--- config.mk ---
export PLATFORM = sky130hd
export DESIGN_NAME = conv_out_maxpool2x2
export DESIGN_NICKNAME = d
export VERILOG_FILES = /design/src/rtl/conv_pkg.sv /design/src/rtl/pool_line_buf.sv /design/src/rtl/conv_out_maxpool2x2.sv
export SDC_FILE = /design/constraint.sdc
export NUM_CORES = 1
export LEC_CHECK = 0
export CORE_MARGIN = 2
export CORE_UTILIZATION = 34
export CTS_CLUSTER_SIZE = 28
export DETAILED_ROUTE_END_ITERATION = 10
export PLACE_DENSITY = 0.58
export RECOVER_POWER = 25
export SYNTH_ARGS = -nofsm -noshare
export SYNTH_HDL_FRONTEND = slang
export SYNTH_SLANG_ARGS = --single-unit
--- constraint.sdc ---
create_clock -name clk -period 6 [get_ports clk]
set_clock_uncertainty 0.05 [all_clocks]
set_input_delay 1.2 -clock clk [delete_from_list [all_inputs] [get_ports clk]]
set_output_delay 1.2 -clock clk [all_outputs]
set_load 0.02 [all_outputs]
--- src/rtl/conv_pkg.sv ---
// Shared types and helpers for the conv-output max-pool stage.
//   pix_t        : signed fixed-point pixel at the default 8-bit width
//   pool_state_e : row-phase of the pooling FSM (even row / odd row / dropped tail row)
//   ceil(x, y)   : x rounded up to the next multiple of y (used to pad row width)
package conv_pkg;

  localparam int PIX_W_DEF = 8;

  typedef logic signed [PIX_W_DEF-1:0] pix_t;

  typedef enum logic [1:0] {
    S_EVEN,
    S_ODD,
    S_TAIL
  } pool_state_e;

  function automatic int ceil(input int x, input int y);
    return ((x + y - 1) / y) * y;
  endfunction

endpackage

--- src/rtl/pool_line_buf.sv ---
// Line buffer holding the horizontally-maxed even row, one entry per segment.
// Ports:
//   clk   : rising-edge clock
//   we    : write strobe (even-row beat consumed)
//   waddr : segment index being written
//   wdata : horizontally pooled half-beat
//   raddr : segment index being read
//   rdata : stored half-beat, combinational read so the odd row pools in the
//           same cycle its beat is consumed
module pool_line_buf #(
  parameter int DEPTH  = 2,
  parameter int WIDTH  = 32,
  parameter int ADDR_W = 1
) (
  input  logic              clk,
  input  logic              we,
  input  logic [ADDR_W-1:0] waddr,
  input  logic [WIDTH-1:0]  wdata,
  input  logic [ADDR_W-1:0] raddr,
  output logic [WIDTH-1:0]  rdata
);

  // No reset: contents are always rewritten by an even row before being read.
  logic [WIDTH-1:0] mem [DEPTH];

  always_ff @(posedge clk) begin
    if (we) begin
      mem[waddr] <= wdata;
    end
  end

  assign rdata = mem[raddr];

endmodule

--- src/rtl/conv_out_maxpool2x2.sv ---
// Streaming 2x2 / stride-2 max-pool stage fed by the PE output FIFO array.
// Even rows are reduced horizontally and parked in a line buffer; each odd-row
// beat is reduced horizontally, maxed against the parked segment and emitted.
// Ports:
//   clk                     : rising-edge clock
//   rstn                    : synchronous reset, active-high (1 = reset)
//   fifo_array1_dataout     : FWFT head beat, LANES pixels of one row
//   pe2row_data_valid       : head beat is valid
//   pe2row_fifo_array1_rden : pop strobe for the head beat
//   pe2row_ready            : stage can take a beat this cycle
//   pool_data               : LANES/2 pooled pixels
//   pool_valid / pool_ready : output handshake
//   pool_rcc                : {channel, pooled row, segment} tag
//   frame_done              : pulse after the last beat of channel C-1 is accepted
module conv_out_maxpool2x2
  import conv_pkg::*;
#(
  parameter int DATA_WIDTH = 8,
  parameter int PRECISION  = 4,
  parameter int LANES      = 8,
  parameter int REAL_W     = 56,
  parameter int REAL_H     = 56,
  parameter int C          = 256,
  parameter int RELU       = 0,
  parameter int ROW_WIDTH  = 10
) (
  input  logic                                  clk,
  input  logic                                  rstn,
  input  logic [LANES-1:0][DATA_WIDTH-1:0]      fifo_array1_dataout,
  input  logic                                  pe2row_data_valid,
  output logic                                  pe2row_fifo_array1_rden,
  output logic                                  pe2row_ready,
  output logic [LANES/2-1:0][DATA_WIDTH-1:0]    pool_data,
  output logic                                  pool_valid,
  input  logic                                  pool_ready,
  output logic [2:0][ROW_WIDTH-1:0]             pool_rcc,
  output logic                                  frame_done
);

  localparam int W     = ceil(REAL_W, LANES);
  localparam int SEGS  = W / LANES;
  localparam int HL    = LANES / 2;
  localparam int PH    = REAL_H / 2;
  localparam int SEG_W = (SEGS > 1) ? $clog2(SEGS) : 1;
  localparam int ROW_W = (REAL_H > 1) ? $clog2(REAL_H) : 1;
  localparam int CH_W  = (C > 1) ? $clog2(C) : 1;

  // Fraction bits ride along untouched; only sanity-check the configuration.
  if (PRECISION > DATA_WIDTH || (LANES % 2) != 0) begin : g_param_check
    $error("conv_out_maxpool2x2: bad PRECISION/LANES configuration");
  end

  pool_state_e             state_reg;
  logic [SEG_W-1:0]        seg_reg;
  logic [ROW_W-1:0]        row_reg;
  logic [CH_W-1:0]         ch_reg;
  logic                    pool_last_reg;

  logic                    consume;
  logic                    seg_last;
  logic                    row_last;
  logic                    ch_last;
  logic                    next_is_tail;
  logic [HL-1:0][DATA_WIDTH-1:0] hm;
  logic [HL-1:0][DATA_WIDTH-1:0] lb_rd;
  logic [HL-1:0][DATA_WIDTH-1:0] pool_next;

  // Single output register: a held output blocks input, an accepted one frees it
  // in the same cycle so a full-rate stream sees no bubble.
  assign pe2row_ready            = ~pool_valid | pool_ready;
  assign consume                 = pe2row_data_valid & pe2row_ready;
  assign pe2row_fifo_array1_rden = consume;

  assign seg_last = (seg_reg == SEG_W'(SEGS - 1));
  assign row_last = (row_reg == ROW_W'(REAL_H - 1));
  assign ch_last  = (ch_reg == CH_W'(C - 1));
  // After the last odd row of an odd-height channel one unpaired row remains.
  assign next_is_tail = ((REAL_H % 2) == 1) && (row_reg == ROW_W'(REAL_H - 2));

  for (genvar gi = 0; gi < HL; gi++) begin : g_lane
    logic signed [DATA_WIDTH-1:0] a;
    logic signed [DATA_WIDTH-1:0] b;
    logic signed [DATA_WIDTH-1:0] h;
    logic signed [DATA_WIDTH-1:0] up;
    logic signed [DATA_WIDTH-1:0] m;
    assign a  = fifo_array1_dataout[2*gi];
    assign b  = fifo_array1_dataout[2*gi+1];
    assign h  = (a > b) ? a : b;
    assign up = lb_rd[gi];
    assign m  = (h > up) ? h : up;
    assign hm[gi]        = h;
    assign pool_next[gi] = ((RELU != 0) && (m < 0)) ? '0 : m;
  end

  pool_line_buf #(
    .DEPTH  (SEGS),
    .WIDTH  (HL * DATA_WIDTH),
    .ADDR_W (SEG_W)
  ) u_line_buf (
    .clk   (clk),
    .we    (consume && (state_reg == S_EVEN)),
    .waddr (seg_reg),
    .wdata (hm),
    .raddr (seg_reg),
    .rdata (lb_rd)
  );

  always_ff @(posedge clk) begin
    if (rstn) begin
      state_reg     <= S_EVEN;
      seg_reg       <= '0;
      row_reg       <= '0;
      ch_reg        <= '0;
      pool_valid    <= 1'b0;
      pool_data     <= '0;
      pool_rcc      <= '0;
      pool_last_reg <= 1'b0;
      frame_done    <= 1'b0;
    end else begin
      frame_done <= pool_valid & pool_ready & pool_last_reg;
      if (pool_valid & pool_ready) begin
        pool_valid <= 1'b0;
      end
      if (consume) begin
        // An odd-row beat reloads the output register (overrides the clear above).
        if (state_reg == S_ODD) begin
          pool_valid    <= 1'b1;
          pool_data     <= pool_next;
          pool_rcc      <= {ROW_WIDTH'(ch_reg), ROW_WIDTH'(row_reg >> 1), ROW_WIDTH'(seg_reg)};
          pool_last_reg <= ch_last & seg_last & (row_reg == ROW_W'(2 * PH - 1));
        end
        if (seg_last) begin
          seg_reg <= '0;
          if (row_last) begin
            row_reg <= '0;
            ch_reg  <= ch_last ? '0 : ch_reg + 1'b1;
          end else begin
            row_reg <= row_reg + 1'b1;
          end
          case (state_reg)
            S_EVEN:  state_reg <= S_ODD;
            S_ODD:   state_reg <= next_is_tail ? S_TAIL : S_EVEN;
            default: state_reg <= S_EVEN;
          endcase
        end else begin
          seg_reg <= seg_reg + 1'b1;
        end
      end
    end
  end

endmodule
==> results of run 1 <==
cell families (layout without fill, tap and decap cells):
family	count (synthesis)	after routing	share of synthesized area [%]
simple gates	225	225	7.92
xor+xnor	14	14	0.908
flops	296	296	60.5
fa+ha+maj	66	66	6.11
mux	133	133	12.6
compound gates	169	169	8.51
other cells	1	14	0.0278
buf+inv	106	244	3.43
per-stage QoR:
stage	cell area [um2]	hold WS [ns]	std cells	utilization, %	total power (W)
after floorplan	13600	0.402	1023	-	0.00282
after global placement	15300	0.397	1624	38.8	0.00302
after detailed placement	15300	0.401	1624	38.8	0.00304
after CTS	16400	0.412	1686	41.5	0.00499
after global routing	16400	0.423	1686	41.4	0.00515
final	16400	0.405	1686	41.4	0.00494
layout by cell type, fill, tap and decap left out, types with 16 or more instances in the layout:
cell type        count
edfxtp_1           224
nand2_1             92
mux2i_1             73
dfxtp_1             70
clkdlybuf4s50_1     68
ha_1                66
dlygate4sd3_1       51
inv_1               44
a21oi_1             41
o21ai_1             37
clkbuf_16           36
nand3_1             28
nor2_1              24
mux4_2              24
mux2_2              17
buf_4               17
o31ai_1             16
metal layers:
metal	vias to the layer above	global-route usage, %	wire (um)
met5	-	0	0
met4	0	3.49	461
met3	41	3.05	1670
met2	188	24.9	14600
met1	4162	19.7	13800
li1	4061	-	-
where the power goes:
group | switching (W) | internal (W) | leakage, nW
clock | 0.000817 | 0.00114 | 0.534
sequential | 0.0000321 | 0.00229 | 2.62
combinational | 0.000374 | 0.000284 | 2.83
total | 0.00122 | 0.00371 | 5.99
layout make-up:
cell class / instances / area, um2
clock buffer: 41 / 950
clock inverter: 21 / 128
fill: 3712 / 23100
inverter: 45 / 169
multi-input combinational: 621 / 4950
sequential: 296 / 8180
tap: 525 / 657
timing repair buffer: 137 / 1320
worst max-delay path, delay by kind of cell:
family,cells,cell delay (ns)
AOI/OAI and AO/OA,3,1.66
muxes,1,0.51
buffers and inverters,2,0.51
adders and majority gates,2,0.62
and+or+nand+nor,4,1.18
worst paths after layout:
path / from / endpoint / slack, ns / depth (start not counted)
min: pool_rcc[12]$_SDFFE_PP0P_ / pool_rcc[12]$_SDFFE_PP0P_ / 0.40 / 2
min reg2reg: pool_rcc[12]$_SDFFE_PP0P_ / pool_rcc[12]$_SDFFE_PP0P_ / 0.40 / 2
max: fifo_array1_dataout[46] / pool_data[18]$_SDFFE_PP0P_ / 0.66 / 12
max reg2reg: register / pool_data[18]$_SDFFE_PP0P_ / 1.97 / 10
==> summary.md, run 1 <==
| Metric | Value |
|---|---|
| Sum of negative setup slack | 0 ns |
| Top cells by area in the synthesized netlist | edfxtp_1 50%, dfxtp_1 11%, ha_1 6.1% |
| Number of nets still failing antenna checks after routing | 0 |
| Max_cap viols | 3 |
| Clock latency at the later pin of the worst-skew pair | 0.51 ns |
| Number of warning messages in the yosys log | 0 |
| Setup CP Type | primary input to register |
| CTS Hold Bufs | 0 |
| Maximum number of pins on one net before global-route repair | 42 |
| Detail-routed via count per cell | around 5 |
| Average cell area after synthesis | 13.4 um2 |
| Setup WS pre-CTS | around 0.3 ns |
| Gr usage total | 14.8% |
| Register bit count reported by yosys | slightly below 300 |
| Overflow after GRT | 0 |
| Rows | 73 |
| Static leakage power | 5.99 nW |
| Final worst slack | 0.657 ns |
| Signal arrival time at the worst endpoint | 5.68 ns |
| Clock Sinks | between 200 and 300 |
| Routed wirelength normalized by instance count | 18.1 um |
| Setup Viol. Count Final | 0 |
| First-pass GRT wire length | 47.8 mm |
| Transition time at the pin with the least slew margin | roughly 2.4 ns |
| CTS tree | done |
| Quantity of I/O buffers inserted on ports | 119 |
| Final GP Congestion | 0.778 |
| Number of slew-limit violations in the final report | 58 |
| Worst min-delay path class | register to register |
| Status | complete, but fails checks |
| Failing checks | max-capacitance violations, max-slew violations |
| Async S/R FF share, synth | 0% |
| Gate count of the mapped netlist | 1010 |
| VDD IR-drop max | 201 uV |
| Most frequent cells after synthesis | 224 x edfxtp_1, 92 x nand2_1, 73 x mux2i_1, 72 x dfxtp_1, 66 x ha_1 |
| Cell mode on critical path | ha_1 |
| Fraction of layout instances using a drive strength above 1 | between 10% and 20% |
| Unrepaired setup endpoints after global routing | false |
| Library cell with the highest instance count after synthesis | edfxtp_1 |
| Critical path cell sequence | clkdlybuf4s50_1, inv_1, ha_1, a2111o_1, o21ai_0, mux2_2, ha_1, or4b_1, nor4_1, nor3_1, and2_0, a22o_1 |
| Area Growth Syn to Fin | 21.1% |
| Netlist cell types | 64 |
| Initial Utilization | approximately a third |
| Capturing element type of the critical path | register |
| Die Width | 203 um |
| Nature of the critical path startpoint | primary input |
| TritonCTS Buffers | 34 |
| Max reg flops | 224 |
| Register containing the most flip-flops in the final layout | u_line_buf.mem |
| Final worst path period need | 5.34 ns |
| Worst relative slew slack | -57.6% |
| Clock-pin slew of the registers on the worst-case setup and hold paths | 0.06 ns |
| Root cell of the clock tree | clkbuf_16 |
| Worst path max stage delay | 0.95 ns |
| Crit-path slowest cell | o21ai_0 |
| H-tree lvl count | 2 |
| Leading registers by flop count | u_line_buf.mem: 224 flops, pool_data: 32 flops, pool_rcc: 16 flops |
| Via count | 8452 |
| Area fraction of the dominant cell type after synthesis | about 50% |
| CTS resizes | 0 |
| Final routed DRC violation total | 0 |
| Total wirelength of the detailed-routed design | 30.6 mm |
| Initial antenna violation count | 0 |
| Antenna Diode Count | 0 |
| Final clock period utilization by the worst path | 89.1% |
| Timing-limited maximum frequency | 187 MHz |
| Areal power density over the cells | 302 nW/um2 |
| Top flip-flop cell by instance count after synthesis | edfxtp_1 |
| First DRT Iteration DRCs | 478 |
| Number of setup buffers added after CTS | 0 |
| Final HPWL DP | 19.2 mm |
| Core Region | 39500 um2 |
| Vias in the first global route | 8569 |
| Critical-path maximum fanout | 9 |
| Max Buffers Root-to-Sink | 3 |
| Die extent in y | a little over 200 um |
| Required time of the critical path | around 6.3 ns |
| Final hold violation count | 0 |
| Top Ports | 134 |
| Most area-hungry cell type in the Yosys netlist | edfxtp_1 |
| Number of enable flip-flop cells after synthesis | roughly 220 |
| Total Die Area | 41300 um2 |
| Detailed Routing Iterations Pass 1 | 4 |
| Nets | 1269 |
| Fraction of the yosys area taken by sequential cells | 60.5% |
| Mapped Area | 13500 um2 |
No activity file was read; power rests on OpenSTA's default activity.
==> run 2, diff against run 1 <==
CTS_CLUSTER_SIZE = 14   (was 28)
DONT_BUFFER_PORTS = 1   (was unset)
PLACE_DENSITY = 0.54   (was 0.58)
SKIP_LAST_GASP = 1   (was unset)
==> run 2 against run 1 <==
  * The flow still finishes with violations (max-capacitance violations, max-slew violations)
  * Flip-flop and latch count unchanged
  * Worst setup slack improved by 0.82 ns
  * Utilization decreased by 2.8 points
  * Combinational power decreased by 7.4%
  * Clock power increased by 9%
  * Design area decreased by 6.9%
  * Routed wire length increased by 0.26%
  * Critical path depth increased by 2
  * Die area unchanged
  * Critical path type unchanged
  * Largest power group unchanged
==> summary.md, run 2 (synthesis results as in run 1) <==
| Metric | Value |
|---|---|
| Leading registers by flop count | u_line_buf.mem: 224 flops, pool_data: 32 flops, pool_rcc: 16 flops |
| Clock Sinks | ~300 |
| Final worst path period need | 4.52 ns |
| Final GP Congestion | between 0.7 and 0.8 |
| Area Growth Syn to Fin | 12.8% |
| Max Buffers Root-to-Sink | 3 |
| Detail-routed via count per cell | 5.16 |
| Highest metal layer used by the detailed router | met4 |
| Commonest cells after routing, fill and taps aside | 224 x edfxtp_1, 92 x nand2_1, 73 x mux2i_1 |
| CTS tree | done |
| Number of slew-limit violations in the final report | 86 |
| Total Die Area | 41300 um2 |
| Clock-pin slew of the registers on the worst-case setup and hold paths | ~0.060 ns |
| Total wirelength of the detailed-routed design | 30.6 mm |
| Final routed DRC violation total | 0 |
| CTS resizes | 0 |
| Max reg flops | 224 |
| Most frequent standard cell in the layout excluding fill and tap cells | edfxtp_1 |
| Initial antenna violation count | 0 |
| Design Power | 0.00506 W |
| Nature of the critical path startpoint | primary input |
| TritonCTS Buffers | 34 |
| Core Region | 39500 um2 |
| Initial Utilization | 34.2% |
| First DRT Iteration DRCs | 503 |
| Transition time at the pin with the least slew margin | 1.98 ns |
| Maximum number of pins on one net before global-route repair | about 50 |
| Timing-limited maximum frequency | 221 MHz |
| Max_cap viols | 3 |
| Nets | 1150 |
| H-tree lvl count | 2 |
| Routed met1 length | between 10 and 15 mm |
| Areal power density over the cells | 332 nW/um2 |
| First-pass GRT wire length | between 40 and 50 mm |
| Status | complete, but fails checks |
| Antenna Diode Count | 0 |
| Root cell of the clock tree | clkbuf_16 |
| Worst min-delay path class | register to register |
| Gr usage total | 14.8% |
| Static leakage power | 5.39 nW |
| Worst relative slew slack | -32.2% |
| Unrepaired setup endpoints after global routing | false |
| Sum of negative setup slack | 0 ns |
| Number of nets still failing antenna checks after routing | 0 |
| Die extent in y | 203 um |
| Routed length on met2 | 14.7 mm |
| Clock latency at the later pin of the worst-skew pair | 0.50 ns |
| Fraction of layout instances using a drive strength above 1 | 12.7% |
| Register containing the most flip-flops in the final layout | u_line_buf.mem |
| Area occupied by registers | 8180 um2 |
| Critical-path maximum fanout | 10 |
| Met3 wire length | 1.64 mm |
| Quantity of I/O buffers inserted on ports | 0 |
| Capturing element type of the critical path | register |
| Via count | 8079 |
| Final HPWL DP | ~19 mm |
| Required time of the critical path | around 6.3 ns |
| Final clock period utilization by the worst path | 75.3% |
| Failing checks | max-capacitance violations, max-slew violations |
| Detailed Routing Iterations Pass 1 | 5 |
| Area used by multi-input combinational logic | 4950 um2 |
| Number of setup buffers added after CTS | 0 |
| Overflow after GRT | 0 |
| Top Ports | 134 |
| Setup Viol. Count Final | 0 |
| CTS Hold Bufs | 0 |
| Signal arrival time at the worst endpoint | 4.86 ns |
| VDD IR-drop max | 174 uV |
| Rows | 73 |
| Die Width | 203 um |
| Vias in the first global route | 8371 |
| Routed wirelength normalized by instance count | 19.6 um |
| Setup CP Type | primary input to register |
| Final hold violation count | 0 |
| Filler Cells Inserted | ~3800 |
-- run 2: cell types whose count changed in the layout (fill, tap and decap cells not counted), moves of 2 or more --
| cell | before | now |
|---|---|---|
| clkdlybuf4s50_1 | 68 | 0 |
| dlygate4sd3_1 | 51 | 0 |
| clkbuf_1 | 3 | 10 |
| bufinv_16 | 0 | 5 |
| clkinv_1 | 6 | 2 |
| clkinv_2 | 9 | 5 |
| buf_4 | 17 | 15 |
-- run 2: report_power, final --
group	switching, W	internal [W]
Combinational	0.000364	0.000245
Clock	0.000805	0.00133
Sequential	0.0000285	0.00229
Total	0.00120	0.00386
-- run 2: worst max-delay path, cell delays in order --
cell and delay [ns]:
inv_1 0.02, ha_1 0.33, or4b_1 0.20, a221oi_2 0.04
o21a_2 0.13, a211oi_4 0.56, mux2_4 0.40, ha_1 0.32
a21o_1 0.16, a2111oi_0 0.39, o21ai_1 0.12, o311ai_1 0.27
nor2_1 0.30, a221o_1 0.41
-- run 2: cell type report --
type,instances,area share [%]
timing repair buffer,18,0.813
clock buffer,46,6.23
multi-input combinational,621,32.5
inverter,45,1.11
sequential,296,53.7
clock inverter,15,1.36
tap,525,4.31
-- run 2: per-stage QoR --
stage / utilization [%] / hold WS, ns / instance area [um2] / setup WS, ns / instances
5_1_grt: 38.6 / 0.454 / 15200 / 1.11 / 1566
2_1_floorplan: - / 0.402 / 13600 / 1.27 / 1023
3_5_place_dp: 35.8 / 0.421 / 14100 / 0.957 / 1505
4_1_cts: 38.7 / 0.431 / 15300 / 1.50 / 1566
6_report: 38.6 / 0.428 / 15200 / 1.48 / 1566
3_3_place_gp: 35.8 / 0.421 / 14100 / 1.00 / 1505
-- run 2: worst paths after layout --
check	from	endpoint	slack, ns	cells after the start
max	fifo_array1_dataout[63]	pool_data[28]$_SDFFE_PP0P_	1.48	14
min	ch_reg[7]$_SDFFE_PP0P_	pool_rcc[27]$_SDFFE_PP0P_	0.43	2
max reg2reg	register	pool_data[11]$_SDFFE_PP0P_	2.09	11
min reg2reg	ch_reg[7]$_SDFFE_PP0P_	pool_rcc[27]$_SDFFE_PP0P_	0.43	2
-- run 2: per-layer routing --
metal / up-vias / global-route usage, %
li1: 3833 / -
met1: 3991 / 19.1
met2: 198 / 25.0
met3: 57 / 3.07
met4: 0 / 4.80
met5: - / 0
